**src/rtl/if_instr_queue.sv**
```systemverilog
// Instruction fetch queue: buffers words returned by the instruction cache
// (instruction, PC, fetch exception bits, prediction) and presents the oldest
// one, show-ahead, to the ID-stage pipeline register.
module if_instr_queue #(
  parameter int DEPTH  = 8,
  parameter int EXC_W  = 16,
  parameter int PRED_W = 34
) (
  input  logic                       clk,
  input  logic                       rst,
  input  logic                       IF_Flush,
  input  logic                       Fetch_Valid,
  input  logic [31:0]                Fetch_Instr,
  input  logic [31:0]                Fetch_PC,
  input  logic [EXC_W-1:0]           Fetch_ExceptType,
  input  logic [PRED_W-1:0]          Fetch_PResult,
  output logic                       Fetch_Ready,
  input  logic                       ID_Wr,
  output logic                       IF_Valid,
  output logic [31:0]                IF_Instr,
  output logic [31:0]                IF_PC,
  output logic [EXC_W-1:0]           IF_ExceptType,
  output logic [PRED_W-1:0]          IF_PResult,
  output logic [$clog2(DEPTH+1)-1:0] Queue_Count
);

  localparam int PW = $clog2(DEPTH);
  localparam int CW = $clog2(DEPTH+1);

  // Payload storage; never reset, validity is tracked by the occupancy count.
  logic [31:0]       instr_mem [DEPTH];
  logic [31:0]       pc_mem    [DEPTH];
  logic [EXC_W-1:0]  exc_mem   [DEPTH];
  logic [PRED_W-1:0] pred_mem  [DEPTH];

  logic [PW-1:0] head;
  logic [PW-1:0] tail;
  logic [CW-1:0] count;
  logic          push;
  logic          pop;

  // A full queue refuses a push even when a pop happens in the same cycle,
  // so Fetch_Ready depends on the count only (no combinational path from ID_Wr).
  assign Fetch_Ready = (count != CW'(DEPTH));
  assign IF_Valid    = (count != '0);
  assign Queue_Count = count;

  // Flush dominates: neither a push nor a pop is honoured in a flush cycle.
  assign push = Fetch_Valid & Fetch_Ready & ~IF_Flush;
  assign pop  = ID_Wr & IF_Valid & ~IF_Flush;

  // Pointer and occupancy update; pointers wrap naturally since DEPTH is a power of two.
  always_ff @(posedge clk or posedge rst) begin
    if (rst) begin
      head  <= '0;
      tail  <= '0;
      count <= '0;
    end else if (IF_Flush) begin
      head  <= '0;
      tail  <= '0;
      count <= '0;
    end else begin
      if (push) tail <= tail + PW'(1);
      if (pop)  head <= head + PW'(1);
      if (push && !pop)      count <= count + CW'(1);
      else if (pop && !push) count <= count - CW'(1);
    end
  end

  // Write the fetched word at the tail slot.
  always_ff @(posedge clk) begin
    if (push) begin
      instr_mem[tail] <= Fetch_Instr;
      pc_mem[tail]    <= Fetch_PC;
      exc_mem[tail]   <= Fetch_ExceptType;
      pred_mem[tail]  <= Fetch_PResult;
    end
  end

  // Show-ahead head outputs; an empty queue presents an all-zero NOP bubble.
  always_comb begin
    IF_Instr      = '0;
    IF_PC         = '0;
    IF_ExceptType = '0;
    IF_PResult    = '0;
    if (IF_Valid) begin
      IF_Instr      = instr_mem[head];
      IF_PC         = pc_mem[head];
      IF_ExceptType = exc_mem[head];
      IF_PResult    = pred_mem[head];
    end
  end

endmodule

```
**config.mk**
```make
export PLATFORM = sky130hd
export DESIGN_NAME = if_instr_queue
export DESIGN_NICKNAME = d
export VERILOG_FILES = /design/src/rtl/if_instr_queue.sv
export SDC_FILE = /design/constraint.sdc
export NUM_CORES = 1
export LEC_CHECK = 0
export ABC_AREA = 1
export CAP_MARGIN = 20
export CORE_ASPECT_RATIO = 2
export CORE_MARGIN = 4
export CORE_UTILIZATION = 45
export CTS_CLUSTER_SIZE = 25
export DETAILED_ROUTE_END_ITERATION = 10
export PLACE_DENSITY = 0.63
export SYNTH_ARGS = -nofsm -noshare
export SYNTH_HDL_FRONTEND = slang
export SYNTH_SLANG_ARGS = --single-unit
```
**constraint.sdc**
```tcl
create_clock -name clk -period 8.7 [get_ports clk]
set_input_delay 1.74 -clock clk [delete_from_list [all_inputs] [get_ports clk]]
set_output_delay 1.74 -clock clk [all_outputs]
set_load 0.02 [all_outputs]
```
**Word level (Yosys, flattened, before mapping)**

Memories as Yosys holds them, arrays and structs flattened.
Index checks and enable logic that the tools add are counted.

- Register bits after elaboration: 10
- Bits in writable memories: 912
- Bits of input ports: 119
- Output and inout bits: 120
- Logic and storage cells: 38
- Memories: 4

- $add $sub $neg: 4
- Equality and inequality tests: 1
- Multiplexer cells: 13
- Bitwise logic cells: 5
- Reduce and logical (&&, ||, !) cells: 8

Memories:

| name | words | width | rd ports | clocked after Yosys merged registers in | wr ports | RTL line | RTL |
|---|---|---|---|---|---|---|---|
| pred_mem | 8 | 34 | 1 | 0 | 1 | 34 | `logic [PRED_W-1:0] pred_mem [DEPTH];` |
| instr_mem | 8 | 32 | 1 | 0 | 1 | 31 | `logic [31:0] instr_mem [DEPTH];` |
| pc_mem | 8 | 32 | 1 | 0 | 1 | 32 | `logic [31:0] pc_mem [DEPTH];` |
| exc_mem | 8 | 16 | 1 | 0 | 1 | 33 | `logic [EXC_W-1:0] exc_mem [DEPTH];` |

Operators by type and width:

| operator | count |
|---|---|
| 32-bit two-way mux | 2 |
| 34-bit two-way mux | 1 |
| 16-bit two-way mux | 1 |
| 3-bit two-way mux | 4 |
| 4-bit two-way mux | 3 |
| 3-bit by 1-bit adder with 3-bit output, second input constant | 2 |
| 4-bit by 1-bit adder with 4-bit output, second input constant | 1 |
| 1-bit bitwise AND | 4 |
| 4-bit inequality test, second input constant | 1 |
| 2-bit nonzero test | 2 |
| 4-bit nonzero test | 1 |
| 4-bit by 1-bit subtractor with 4-bit output, second input constant | 1 |
| 3-bit nonzero test | 1 |
| 1-bit logical AND | 2 |
| 1-bit logical NOT | 2 |
| 1-bit two-way mux | 2 |
| 1-bit inverter | 1 |

**Longest topological paths before layout**

- Depth in word-level cells: 8
- Mapped depth: 13
- Mapped depth without buffers: 13

**Least setup slack after synthesis**

OpenSTA, ideal clock, no wires.

- Path type: in2reg
- Start point: input port IF_Flush
- End point: memory exc_mem[0][0] (enable)
- Arrival time: 6919 ps
- Path slack: 1193 ps
- Stages: 5
- Path buffers: 0
- Cells stage by stage: inv_1 nand3_1 inv_1 nand2_1 nor2_1

- Longest elaborated chain between the ends: 4

Ends and longest elaborated chain:

| what | RTL line | RTL |
|---|---|---|
| start, declared | 11 | `input logic IF_Flush,` |
| 1-bit inverter | 49 | `assign push = Fetch_Valid & Fetch_Ready & ~IF_Flush;` |
| 1-bit bitwise AND | 49 |  |
| 1-bit two-way mux | 72 | `if (push) begin` |
| 1-bit two-way mux (implied by the code) | 75 | `exc_mem[tail] <= Fetch_ExceptType;` |
| end, declared | 33 |  |

Every way passes these cells.

**Worst setup path in the final report**

- Start point: register head[0]
- End point: output port IF_Instr[1]

- Longest elaborated chain between the ends: 2

Ends and longest elaborated chain:

| what | RTL line | RTL |
|---|---|---|
| start, declared | 36 | `logic [PW-1:0] head;` |
| start signal, assigned | 64 | `if (pop) head <= head + PW'(1);` |
| memory 8 x 32 bit | -- |  |
| 32-bit two-way mux | 86 | `if (IF_Valid) begin` |
| end, declared | 20 | `output logic [31:0] IF_Instr,` |

Every way passes these cells.

==> results.md <==
- Switching power summed over all nets: around 4 mW
- Overall global routing resource usage: about a fifth
- Setup TNS: 0 ns
- Unique cell type count in the Yosys netlist: 24
- Kind of path behind the tightest hold check: reg -> reg
- Post-synth net total: between 3k and 4k
- Post-Route Utilization: between 50 and 60%
- Clock input transition at the sequential cells of the worst setup and hold paths: roughly 0.06 ns
- Routed wire length: roughly 87000 um
- Rel. slew slack: 28.63%
- Kind of end point of the critical path: output pin
- Final setup margin: ~2.6 ns
- Total iterations of the first detailed-routing run: 5
- Setup repair after global routing missed its margin: no
- Type of the worst setup path: reg -> out
- Die boundary width: around 210 um
- Worst-case clock skew: around 0.021 ns
- Placeable Area: roughly 80000 um^2
- Remaining Overflow, GRT: 0
- Leakage component of the power: between 10 and 15 nW
- Setup bufs post-CTS: 0
- Slew at the pin closest to its max-slew limit: roughly 1.1 ns
- Met1 WL: 35060 um
- Site Rows: ~150
- Run status: finished, final reports clean
- First DRT Iteration DRCs: 1795
- Total number of vias: about 23k
- Ratio of cells with drive above 1 in the final layout: under 10%
- Cell count after placement: 4024
- Die area: between 80000 and 90000 um^2
- Total of hold buffers inserted after clock tree synthesis: 0
- Final-report setup violation count: 0
- Part of the power in combinational logic: approximately 30%
- Avg Vias per Cell: between 5 and 6
- Maximum number of pins on one net before global-route repair: between 200 and 250
- Clock buffer count from CTS: 80
- Wire length of the first global-routing pass: approximately 130000 um
- Total of warnings raised by yosys: 0
- Largest vdd supply drop: 0.2213 mV
- Fmax: roughly 160 MHz
- Max Transition Viols Final: 0
- Post-DP HPWL: between 40000 and 50000 um
- Pre-CTS worst setup slack: roughly 3.3 ns
- Gp weighted congestion: 0.7313
- Power share of the sequential group: a little over two fifths
- Vert. Die Dim: 410.3 um
- Design internal power: 8.250 mW
- Mean area per synthesized cell: 12.53 um^2
- Per-cell routed wire length: 20.99 um
- Switching share of power: 32.60%
- Minimum clock period after layout: slightly above 6 ns
- Number of buffers added on ports: roughly 240
- Worst-skew pair later-pin latency: around 0.66 ns
- Clk pwr share: between 20% and 30%
- Met3 wire length: 5471 um
- Initial core utilization: between 40% and 50%
- Synthesized netlist cell count: roughly 2.9k
- Max FO, Critical Path: 204
- CTS root buffer: sky130_fd_sc_hd__clkbuf_16
- CTS tree: done
- Power Density: approximately 290 nW/um^2
- Remaining routing DRC violations: 0
- Highest signal layer in the routed design: met5
- Depth of the CTS H-tree: 3
- Layout Nets: 3187
- Area delta synth->final: 15.57%
- Launching element type of the critical path: flip-flop
- Buffers from clock root to sink, at most: 3
- Crit share post-route: 70.43%
- Data arrival time of the worst path: 4.39 ns
- Summed instance area of the synthesized netlist: 36420 um^2
- Remaining number of nets flagged by the antenna check after routing: 0
- Resized Gates After CTS: 0
- Maximum Capacitance Violations: 0
- Number of endpoints with negative hold slack in the final report: 0
- Antenna violations before repair: 3
- Top-level I/O count: 239
- Clock Sink Count: between 900 and 1k
- WL met2: about 45000 um
- Worst endpoint required time: between 6 and 7 ns
- Vias in the first global route: around 24k
- Number of non-filler instances in the completed layout: roughly 4.2k
- Sequential-to-total area share from yosys stat: 75.89%
- Post-synthesis register bit count: slightly above 900
-- power by group through the flow --
stage	clock network, mW	logic [mW]	registers [mW]
floorplan	0	2.26	5.18
global placement	0	3.60	5.20
detailed placement	0	3.66	5.21
CTS	3.57	3.68	5.11
global route	3.76	4.03	5.12
finish	3.48	3.64	5.11
-- final cells by class --
type | instances | area [um^2]
diodes | 2 | 5.005
flip-flops and latches | 922 | 27650
well taps | 1043 | 1305
inverters | 13 | 66.31
clock inverters | 41 | 407.9
fillers | 6727 | 38110
multi-input cells | 1782 | 7841
repair buffers | 264 | 2690
clock buffers | 101 | 2123
-- worst paths after layout --
check | startpoint | end | slack, ns | cells past startpoint
max | head[0] | IF_Instr[1] | 2.57 | 7
min | Queue_Count[0] | Queue_Count[0] | 0.59 | 1
max reg2reg | Queue_Count[3] | instr_mem[7][5] | 5.42 | 8
min reg2reg | Queue_Count[0] | Queue_Count[0] | 0.59 | 1
max in group asynchronous | rst | head[0] | 7.02 | 2
min in group asynchronous | rst | Queue_Count[3] | 1.37 | 2
-- cell usage after synthesis (all sizes together) --
library cell / count / area [um^2]
nor2: 925 / 3472
edfxtp: 912 / 27390
o21ai: 805 / 4029
clkbuf: 98 / 367.9
buf: 91 / 584.3
nand2: 32 / 122.6
inv: 13 / 51.30
dfrtp: 10 / 250.2
nand3: 7 / 35.03
a21oi: 5 / 25.02
ha: 4 / 50.05
fa: 1 / 20.02
o21a: 1 / 7.510
or2: 1 / 6.260
xor2: 1 / 8.760
-- stage by stage --
stage	power [mW]	hold WS [ns]	cell area, um^2
CTS	12.36	0.5937	42080
global route	12.91	0.6191	42080
floorplan	7.442	0.5468	36420
finish	12.24	0.5940	42090
detailed placement	8.872	0.5881	39550
global placement	8.799	0.5597	39550
-- metal layers --
layer  GRT usage (%)  up-vias
li1                -    10670
met1           24.51    11420
met2           35.44      718
met3           4.349      144
met4           6.306        2
met5               0        -
-- layout by cell type (no fill, tap or decap) --
| cell type | instances |
|---|---|
| sky130_fd_sc_hd__clkinv_1 | 10 |
| sky130_fd_sc_hd__ha_1 | 4 |
| sky130_fd_sc_hd__clkbuf_1 | 19 |
| sky130_fd_sc_hd__xor2_1 | 1 |
| sky130_fd_sc_hd__o21ai_0 | 597 |
| sky130_fd_sc_hd__edfxtp_1 | 912 |
| sky130_fd_sc_hd__nand2_1 | 31 |
| sky130_fd_sc_hd__fa_1 | 1 |
| sky130_fd_sc_hd__clkinv_2 | 16 |
| sky130_fd_sc_hd__dfrtp_1 | 7 |
| sky130_fd_sc_hd__or2_2 | 1 |
| sky130_fd_sc_hd__nand2_4 | 1 |
| sky130_fd_sc_hd__clkinv_4 | 2 |
| sky130_fd_sc_hd__bufinv_16 | 6 |
| sky130_fd_sc_hd__clkinvlp_4 | 2 |
| sky130_fd_sc_hd__clkdlybuf4s50_1 | 238 |
| sky130_fd_sc_hd__inv_1 | 11 |
| sky130_fd_sc_hd__clkbuf_16 | 82 |
| sky130_fd_sc_hd__dfrtp_4 | 3 |
| sky130_fd_sc_hd__buf_12 | 9 |
| sky130_fd_sc_hd__o21a_1 | 1 |
| sky130_fd_sc_hd__nor2_1 | 917 |
| sky130_fd_sc_hd__diode_2 | 2 |
| sky130_fd_sc_hd__a21oi_1 | 5 |
| sky130_fd_sc_hd__nor2_4 | 8 |
| sky130_fd_sc_hd__inv_6 | 2 |
| sky130_fd_sc_hd__o21ai_1 | 208 |
| sky130_fd_sc_hd__inv_16 | 1 |
| sky130_fd_sc_hd__nand3_1 | 7 |
| sky130_fd_sc_hd__clkinv_8 | 4 |
| sky130_fd_sc_hd__buf_4 | 17 |
-- critical path, cell delays in order (launching register included) --
cell and delay, ns:
sky130_fd_sc_hd__dfrtp_4 0.83, sky130_fd_sc_hd__clkinv_8 0.62, sky130_fd_sc_hd__buf_12 0.52, sky130_fd_sc_hd__o21ai_0 0.32, sky130_fd_sc_hd__o21ai_1 0.10, sky130_fd_sc_hd__o21ai_0 0.16
sky130_fd_sc_hd__nor2_1 0.07, sky130_fd_sc_hd__clkdlybuf4s50_1 0.59
-- cell families (layout without fill, tap and decap cells) --
group / Yosys count / count (layout) / share of synthesized area [%]
AOI/OAI and AO/OA: 811 / 811 / 11.15
xor gates and xnor gates: 1 / 1 / 0.02406
adders and majority gates: 5 / 5 / 0.1924
buffers and inverters: 202 / 419 / 2.756
DFF: 922 / 922 / 75.89
other: 0 / 2 / 0
and+or+nand+nor: 965 / 965 / 9.985
-- sequential cells by signal (all words and copies together), names as in the netlist --
| register | cells |
|---|---|
| tail | 3 |
| pred_mem | 272 |
| instr_mem | 256 |
| head | 3 |
| pc_mem | 256 |
| exc_mem | 128 |
| Queue_Count | 4 |
Note: power is estimated with default switching activity, not from simulation.
